<file path="src/rtl/gray_pkg.sv">
// Shared Gray-code helpers and limits for the Gray counter family.
// Values are zero-extended to GRAY_MAX_WIDTH, so one conversion serves every legal width.
package gray_pkg;

  localparam int GRAY_MAX_WIDTH = 16;

  typedef logic [GRAY_MAX_WIDTH-1:0] gray_word_t;

  function automatic gray_word_t bin2gray(input gray_word_t bin);
    return bin ^ (bin >> 1);
  endfunction

  // Leading zeros from zero-extension leave the prefix-XOR of the live bits unchanged.
  function automatic gray_word_t gray2bin(input gray_word_t gray);
    gray_word_t bin;
    bin[GRAY_MAX_WIDTH-1] = gray[GRAY_MAX_WIDTH-1];
    for (int i = GRAY_MAX_WIDTH - 2; i >= 0; i--) begin
      bin[i] = bin[i+1] ^ gray[i];
    end
    return bin;
  endfunction

endpackage

</file>
<file path="src/rtl/gray2bin.sv">
// Combinational Gray-to-binary converter: bit i is the XOR of gray_i[WIDTH-1:i].
// Zero latency, no flow control.
module gray2bin #(
  parameter int WIDTH = 3
) (
  input  logic [WIDTH-1:0] gray_i,
  output logic [WIDTH-1:0] bin_o
);

  for (genvar i = 0; i < WIDTH; i++) begin : g_prefix
    assign bin_o[i] = ^gray_i[WIDTH-1:i];
  end

endmodule

</file>
<file path="src/rtl/gray_updown_counter.sv">
// Up/down Gray counter with parallel Gray load, wrap/saturate boundary mode,
// sticky overflow/underflow flags and a registered one-cycle boundary pulse.
module gray_updown_counter
  import gray_pkg::*;
#(
  parameter int WIDTH    = 3,
  parameter bit SATURATE = 1'b0
) (
  input  logic             Clk,
  input  logic             Reset,
  input  logic             En,
  input  logic             Up,
  input  logic             Load,
  input  logic [WIDTH-1:0] LoadGray,
  input  logic             ClrFlags,
  output logic [WIDTH-1:0] Output,
  output logic [WIDTH-1:0] Binary,
  output logic             Overflow,
  output logic             Underflow,
  output logic             Wrap
);

  localparam logic [WIDTH-1:0] CNT_MAX = '1;

  logic [WIDTH-1:0] cnt_q, cnt_d;
  logic             ovf_q, ovf_d;
  logic             unf_q, unf_d;
  logic             wrap_q, wrap_d;
  logic [WIDTH-1:0] load_bin;

  gray2bin #(.WIDTH(WIDTH)) u_load_conv (
    .gray_i (LoadGray),
    .bin_o  (load_bin)
  );

  always_comb begin
    cnt_d  = cnt_q;
    ovf_d  = ovf_q & ~ClrFlags;
    unf_d  = unf_q & ~ClrFlags;
    wrap_d = 1'b0;
    if (Load) begin
      cnt_d = load_bin;
    end else if (En) begin
      if (Up) begin
        if (cnt_q == CNT_MAX) begin
          // A set in the same cycle as ClrFlags must win, so it comes last.
          wrap_d = 1'b1;
          ovf_d  = 1'b1;
          cnt_d  = SATURATE ? cnt_q : '0;
        end else begin
          cnt_d = cnt_q + 1'b1;
        end
      end else begin
        if (cnt_q == '0) begin
          wrap_d = 1'b1;
          unf_d  = 1'b1;
          cnt_d  = SATURATE ? cnt_q : CNT_MAX;
        end else begin
          cnt_d = cnt_q - 1'b1;
        end
      end
    end
  end

  always_ff @(posedge Clk) begin
    if (Reset) begin
      cnt_q  <= '0;
      ovf_q  <= 1'b0;
      unf_q  <= 1'b0;
      wrap_q <= 1'b0;
    end else begin
      cnt_q  <= cnt_d;
      ovf_q  <= ovf_d;
      unf_q  <= unf_d;
      wrap_q <= wrap_d;
    end
  end

  assign Binary    = cnt_q;
  assign Output    = WIDTH'(bin2gray(gray_word_t'(cnt_q)));
  assign Overflow  = ovf_q;
  assign Underflow = unf_q;
  assign Wrap      = wrap_q;

endmodule

</file>
<file path="config.mk">
export PLATFORM = sky130hd
export DESIGN_NAME = gray_updown_counter
export DESIGN_NICKNAME = d
export VERILOG_FILES = /design/src/rtl/gray_pkg.sv /design/src/rtl/gray2bin.sv /design/src/rtl/gray_updown_counter.sv
export SDC_FILE = /design/constraint.sdc
export NUM_CORES = 1
export LEC_CHECK = 0
export ABC_AREA = 1
export CELL_PAD_IN_SITES_DETAIL_PLACEMENT = 0
export CELL_PAD_IN_SITES_GLOBAL_PLACEMENT = 1
export CORE_UTILIZATION = 26
export DETAILED_ROUTE_END_ITERATION = 16
export PLACE_DENSITY = 0.71
export SLEW_MARGIN = 10
export SYNTH_ARGS = -nofsm -noshare
export SYNTH_HDL_FRONTEND = slang
export SYNTH_HIERARCHICAL = 1
export SYNTH_SLANG_ARGS = --single-unit
</file>
<file path="constraint.sdc">
create_clock -name Clk -period 1.6 [get_ports Clk]
set_input_delay 0.24 -clock Clk [delete_from_list [all_inputs] [get_ports Clk]]
set_output_delay 0.24 -clock Clk [all_outputs]
set_load 0.1 [all_outputs]
</file>
Word level (Yosys, flattened, before mapping)
Cells that the tools add are included.
{"block": "totals", "wordCells": 33, "mem_count": 0, "latch_bits": 0, "ram_bits": 0, "romBits": 0, "out_inout_bits": 9, "regBits": 6}
{"block": "classes", "n_eq_ne": 1, "mux": 16, "multipliers": 0, "reduce_logical": 5, "div_mod_pow": 0, "addsub": 2, "order_cmp": 0, "n_shift": 0, "bitwise_logic": 5}
{"op": "$mux W3", "n": 5}
{"op": "$mux W1", "n": 11}
{"op": "$add A3 B1 Y3 const B", "n": 1}
{"op": "$eq A3 B3 Y1 const B", "n": 1}
{"op": "$logic_not A3 Y1", "n": 1}
{"op": "$reduce_or A3 Y1", "n": 1}
{"op": "$reduce_xor A3 Y1", "n": 1}
{"op": "$sub A3 B1 Y3 const B", "n": 1}
{"op": "$xor A3 B2 Y3", "n": 1}
{"op": "$and A1 B1 Y1", "n": 2}
{"op": "$not A1 Y1", "n": 2}
{"op": "$reduce_bool A2 Y1", "n": 1}
{"op": "$reduce_xor A2 Y1", "n": 1}

Longest topological paths before layout
{"block": "logic_depth", "word_depth": 6, "depth_mapped": 8}

By module
Netlist, hierarchy kept.
{"module": "gray_updown_counter", "cells_each": 48, "n_inst": 1, "area_each_um2": 356.6, "seq_area_each_um2": 120.1}
{"module": "gray2bin", "cells_each": 12, "n_inst": 1, "area_each_um2": 51.3, "seq_area_each_um2": 0.0}

Worst setup path before layout
No wires, ideal clock.
{"block": "synth_timing", "path_kind": "register to output", "startpoint": "register cnt_q[2], in the netlist Binary[2]", "endpoint": "output Output[1]", "t_arrival_ns": 2.542, "path_buffers": 0, "stages_incl_launch_ff": 2, "t_required_ns": 1.360, "setup_slack_ns": -1.182, "cell_sequence": "dfxtp_1 > xor2_1"}
{"block": "synth_via", "elab_chain_len": 1}
{"element": "start, declared", "line_no": "gray_updown_counter.sv:25", "source": "logic [WIDTH-1:0] cnt_q, cnt_d;"}
{"element": "start signal, assigned", "line_no": "gray_updown_counter.sv:72", "source": "cnt_q <= cnt_d;"}
{"element": "$xor A3 B2 Y3", "line_no": "gray_pkg.sv:10", "source": "return bin ^ (bin >> 1);"}
{"element": "end, declared", "line_no": "gray_updown_counter.sv:16", "source": "output logic [WIDTH-1:0] Output,"}
No other way between the ends.

Worst setup path in the final report
{"block": "layout_timing", "startpoint": "register cnt_q[1], in the netlist Binary[1]", "endpoint": "output Output[0]"}
Same word-level chain as after synthesis.

==> results.txt <==
* Gr busiest metal: met2
- After detailed routing, the number of remaining DRC violations is 0.
- Number of levels in the clock H-tree: 1
- Hold Path Class: reg2reg
* Clk buf depth: 2
- After clock tree synthesis, the clock-pin slew on the worst setup and hold paths is about 0.04 ns.
- Static leakage: roughly 0.00033 uW
* Buffer cell driving the clock tree root: sky130_fd_sc_hd__clkbuf_4
- After detailed routing, the number of vias per cell comes to between 4 and 5.
* Via count: about 420
- Setup bufs post-CTS: 0
* Instance count of the mapped netlist: 60
- The layout has between 100 and 150 filler cells.
- Initial antenna violation count: 0
* Overall track demand over capacity in global routing: 0.139
* Average size of a mapped cell: around 6.8 um^2
* Met2 Track Usage GR: 0.222
- The number of gates resized after CTS was 0.
* Normalized max-slew margin: 0.814
- Peak supply drop: about 0.00055 V
* Total core area: ~1400 um^2
* Number of iterations in the first detailed-routing pass: 2
- Instance count along the most critical hold path: 2
- Detailed Route Iter0 Violations: 2
- Summed over all layers, the routed wires come to 975 um.
- Die Span Y: 41.6 um
* Total power density per cell area: a little under 900 nW/um^2
- Of the synthesized area, sequential elements account for 0.294.
- Remaining global-route overflow: 0
* Antenna diodes: 0
* Endpoint of the lowest-slack register-to-register path: Binary[2]$_SDFFE_PP0P_
* Total CTS buffers: 3
* RePlAce Congestion: approximately 0.73
- CTS tree: built
- Buffers inserted to repair hold after CTS numbered 0.
- Number of standard-cell rows in the floorplan: 13
- Flop-to-flop setup slack: 0.34 ns
- Worst Hold Launch: Overflow$_SDFF_PP0_
- Summed over all failing endpoints, the final setup total negative slack is 0 ns.
- The slowest stage of the critical path belongs to the cell sky130_fd_sc_hd__dfxtp_4.
* Vias in the first global route: between 400 and 500
* Worst reg2reg path startpoint: Binary[1]$_SDFFE_PP0P_
* Critical-path cell list: inv_1 -> ha_4 -> buf_12
* Post-DR wirelength/cell: roughly 10 um
- Count of cells along the worst register-to-register path: 6
- Arrival time at the worst endpoint: 1.20 ns
- Along the worst path, the maximum fanout reaches 5.
- Data on the critical path is required at its endpoint by between 1 and 1.5 ns.
- The clock reaches the later pin of the worst-skew pair after roughly 0.24 ns.
- Met3 Resource Use GR: 0.0522
* Final Cycle Share: 0.903
- Layout Area Growth over Synthesis: 80.1%
* Maximum cell stage delay along the critical path: roughly 0.40 ns
* Share of layout cells above drive strength 1: 0.244
- On the final layout, the worst hold slack is between 0.5 and 0.6 ns.
- Yosys Warn Count: 6
* Unique cell type count in the Yosys netlist: 14
* Time the final worst path needs with I/O delays and setup: between 1 and 1.5 ns
* Final count of negative-setup-slack endpoints: 0
- Clock tree synthesis found a total of 6 sinks.
- Initial Utilization: 0.295
- Transition time at the pin with the least slew margin: roughly 0.28 ns
- Post-detailed-route count of antenna-violating nets: 0
- In the global route stage, met1 resource usage came out at 0.159.
- Critical Setup Path Class: reg2out
* Total nets after synthesis: 73
* Netlist area before placement: 408 um^2
- For hold timing, the worst endpoint is Overflow$_SDFF_PP0_.
- Status: complete, no violations
- Total Die Area: 1730 um^2
- Horizontal extent of the die: approximately 42 um
- The total count of max-transition violations in the final report is 0.
* Number of top-level design ports: 18
- Number of flip-flops and latches in the synthesized netlist: 6
- The net count of the finished layout is slightly above 90.
- Once detailed placement completed, the half-perimeter wirelength came to slightly above 800 um.
* Largest net degree at the start of global routing: 8
* Hold violation count in the final report: 0
- Input and output buffers added on the ports amount to 17.
- RSZ-0062 raised after global routing: no
- F_max: 0.692 GHz
* Worst-case clock skew: around 0.0019 ns
- STA classifies the critical path startpoint as a flip-flop.
- First-pass GRT wire length: around 1800 um
* Number of maximum-capacitance violations: 0
* Kind of end point of the critical path: primary output
## worst max-delay path: cells and delay by family, from the launching register on
family                   cells  cell delay (ns)
flip-flops                   1             0.40
adder cells (fa/ha/maj)      1             0.30
buffers and inverters        2             0.27
## layout make-up
type / instances / area (um^2) / share of cell area
inverters: 9 / 33.8 / 0.0460
clock buffers: 3 / 22.5 / 0.0307
flip-flops and latches: 6 / 129 / 0.175
repair buffers: 17 / 260 / 0.354
well taps: 15 / 18.8 / 0.0256
multi-input cells: 43 / 270 / 0.368
## cells by family (layout without fill, tap and decap cells)
logic type / after synthesis / in the layout / synth area share
AOI/OAI and AO/OA: 13 / 13 / 0.184
adders and majority gates: 4 / 4 / 0.123
xor gates and xnor gates: 2 / 2 / 0.0430
and+or+nand+nor: 24 / 24 / 0.236
buffers and inverters: 11 / 29 / 0.120
DFF: 6 / 6 / 0.294
## cells in the mapped netlist
library cell / n / share of area
sky130_fd_sc_hd__nor2_1: 3 / 0.028
sky130_fd_sc_hd__xor2_1: 1 / 0.021
sky130_fd_sc_hd__nand3_1: 3 / 0.037
sky130_fd_sc_hd__a21oi_1: 9 / 0.11
sky130_fd_sc_hd__xnor2_1: 1 / 0.021
sky130_fd_sc_hd__dfxtp_1: 6 / 0.29
sky130_fd_sc_hd__ha_1: 4 / 0.12
sky130_fd_sc_hd__nor2_2: 1 / 0.015
sky130_fd_sc_hd__nand2_1: 17 / 0.16
sky130_fd_sc_hd__buf_4: 2 / 0.037
sky130_fd_sc_hd__inv_2: 1 / 0.0092
sky130_fd_sc_hd__a22oi_1: 2 / 0.037
sky130_fd_sc_hd__inv_1: 8 / 0.074
sky130_fd_sc_hd__o21bai_1: 2 / 0.037
## cell usage in the layout (no fill, tap or decap), drive strengths merged
cell,n
nand2,17
ha,4
a22oi,2
clkdlybuf4s50,8
xor2,1
xnor2,1
nand3,3
dfxtp,6
buf,9
a21oi,9
inv,9
nor2,4
clkbuf,3
o21bai,2
## how the worst max path moves through the flow
stage / end / cells after the start / slack (ns) / startpoint
after detailed placement: Binary[1]$_SDFFE_PP0P_ / 6 / 0.23 / LoadGray[2]
after CTS: Output[0] / 3 / 0.13 / Binary[1]$_SDFFE_PP0P_
after global placement: Binary[0]$_SDFFE_PP0P_ / 6 / 0.22 / LoadGray[2]
after global routing: Output[0] / 3 / 0.11 / Binary[1]$_SDFFE_PP0P_
final: Output[0] / 3 / 0.16 / Binary[1]$_SDFFE_PP0P_
after floorplan: Output[1] / 1 / -0.02 / Binary[2]$_SDFFE_PP0P_
## routing by layer
metal	share of wire	routed length, um
met3	0.031	30
met5	0	0
met2	0.47	454
met1	0.49	477
met4	0.013	13
## state kept, by name, indices dropped and copies added (netlist names)
signal / flops
Underflow: 1
Wrap: 1
Overflow: 1
Binary: 3
## power breakdown
group	internal [uW]	leakage (uW)	switching, uW
Combinational	128	0.000264	199
Sequential	159	0.0000507	21.7
Clock	84.7	0.0000138	52.8
## through the flow
stage	util	setup slack (ns)	cells	area, um^2	total power [uW]
final	0.531	0.155	93	734	645
after global routing	0.531	0.106	93	734	687
after CTS	0.531	0.132	93	734	658
after detailed placement	0.515	0.231	90	712	512
after global placement	0.515	0.223	90	712	512
after floorplan	-	-0.0211	60	448	394
(Power assumes the default switching activity.)
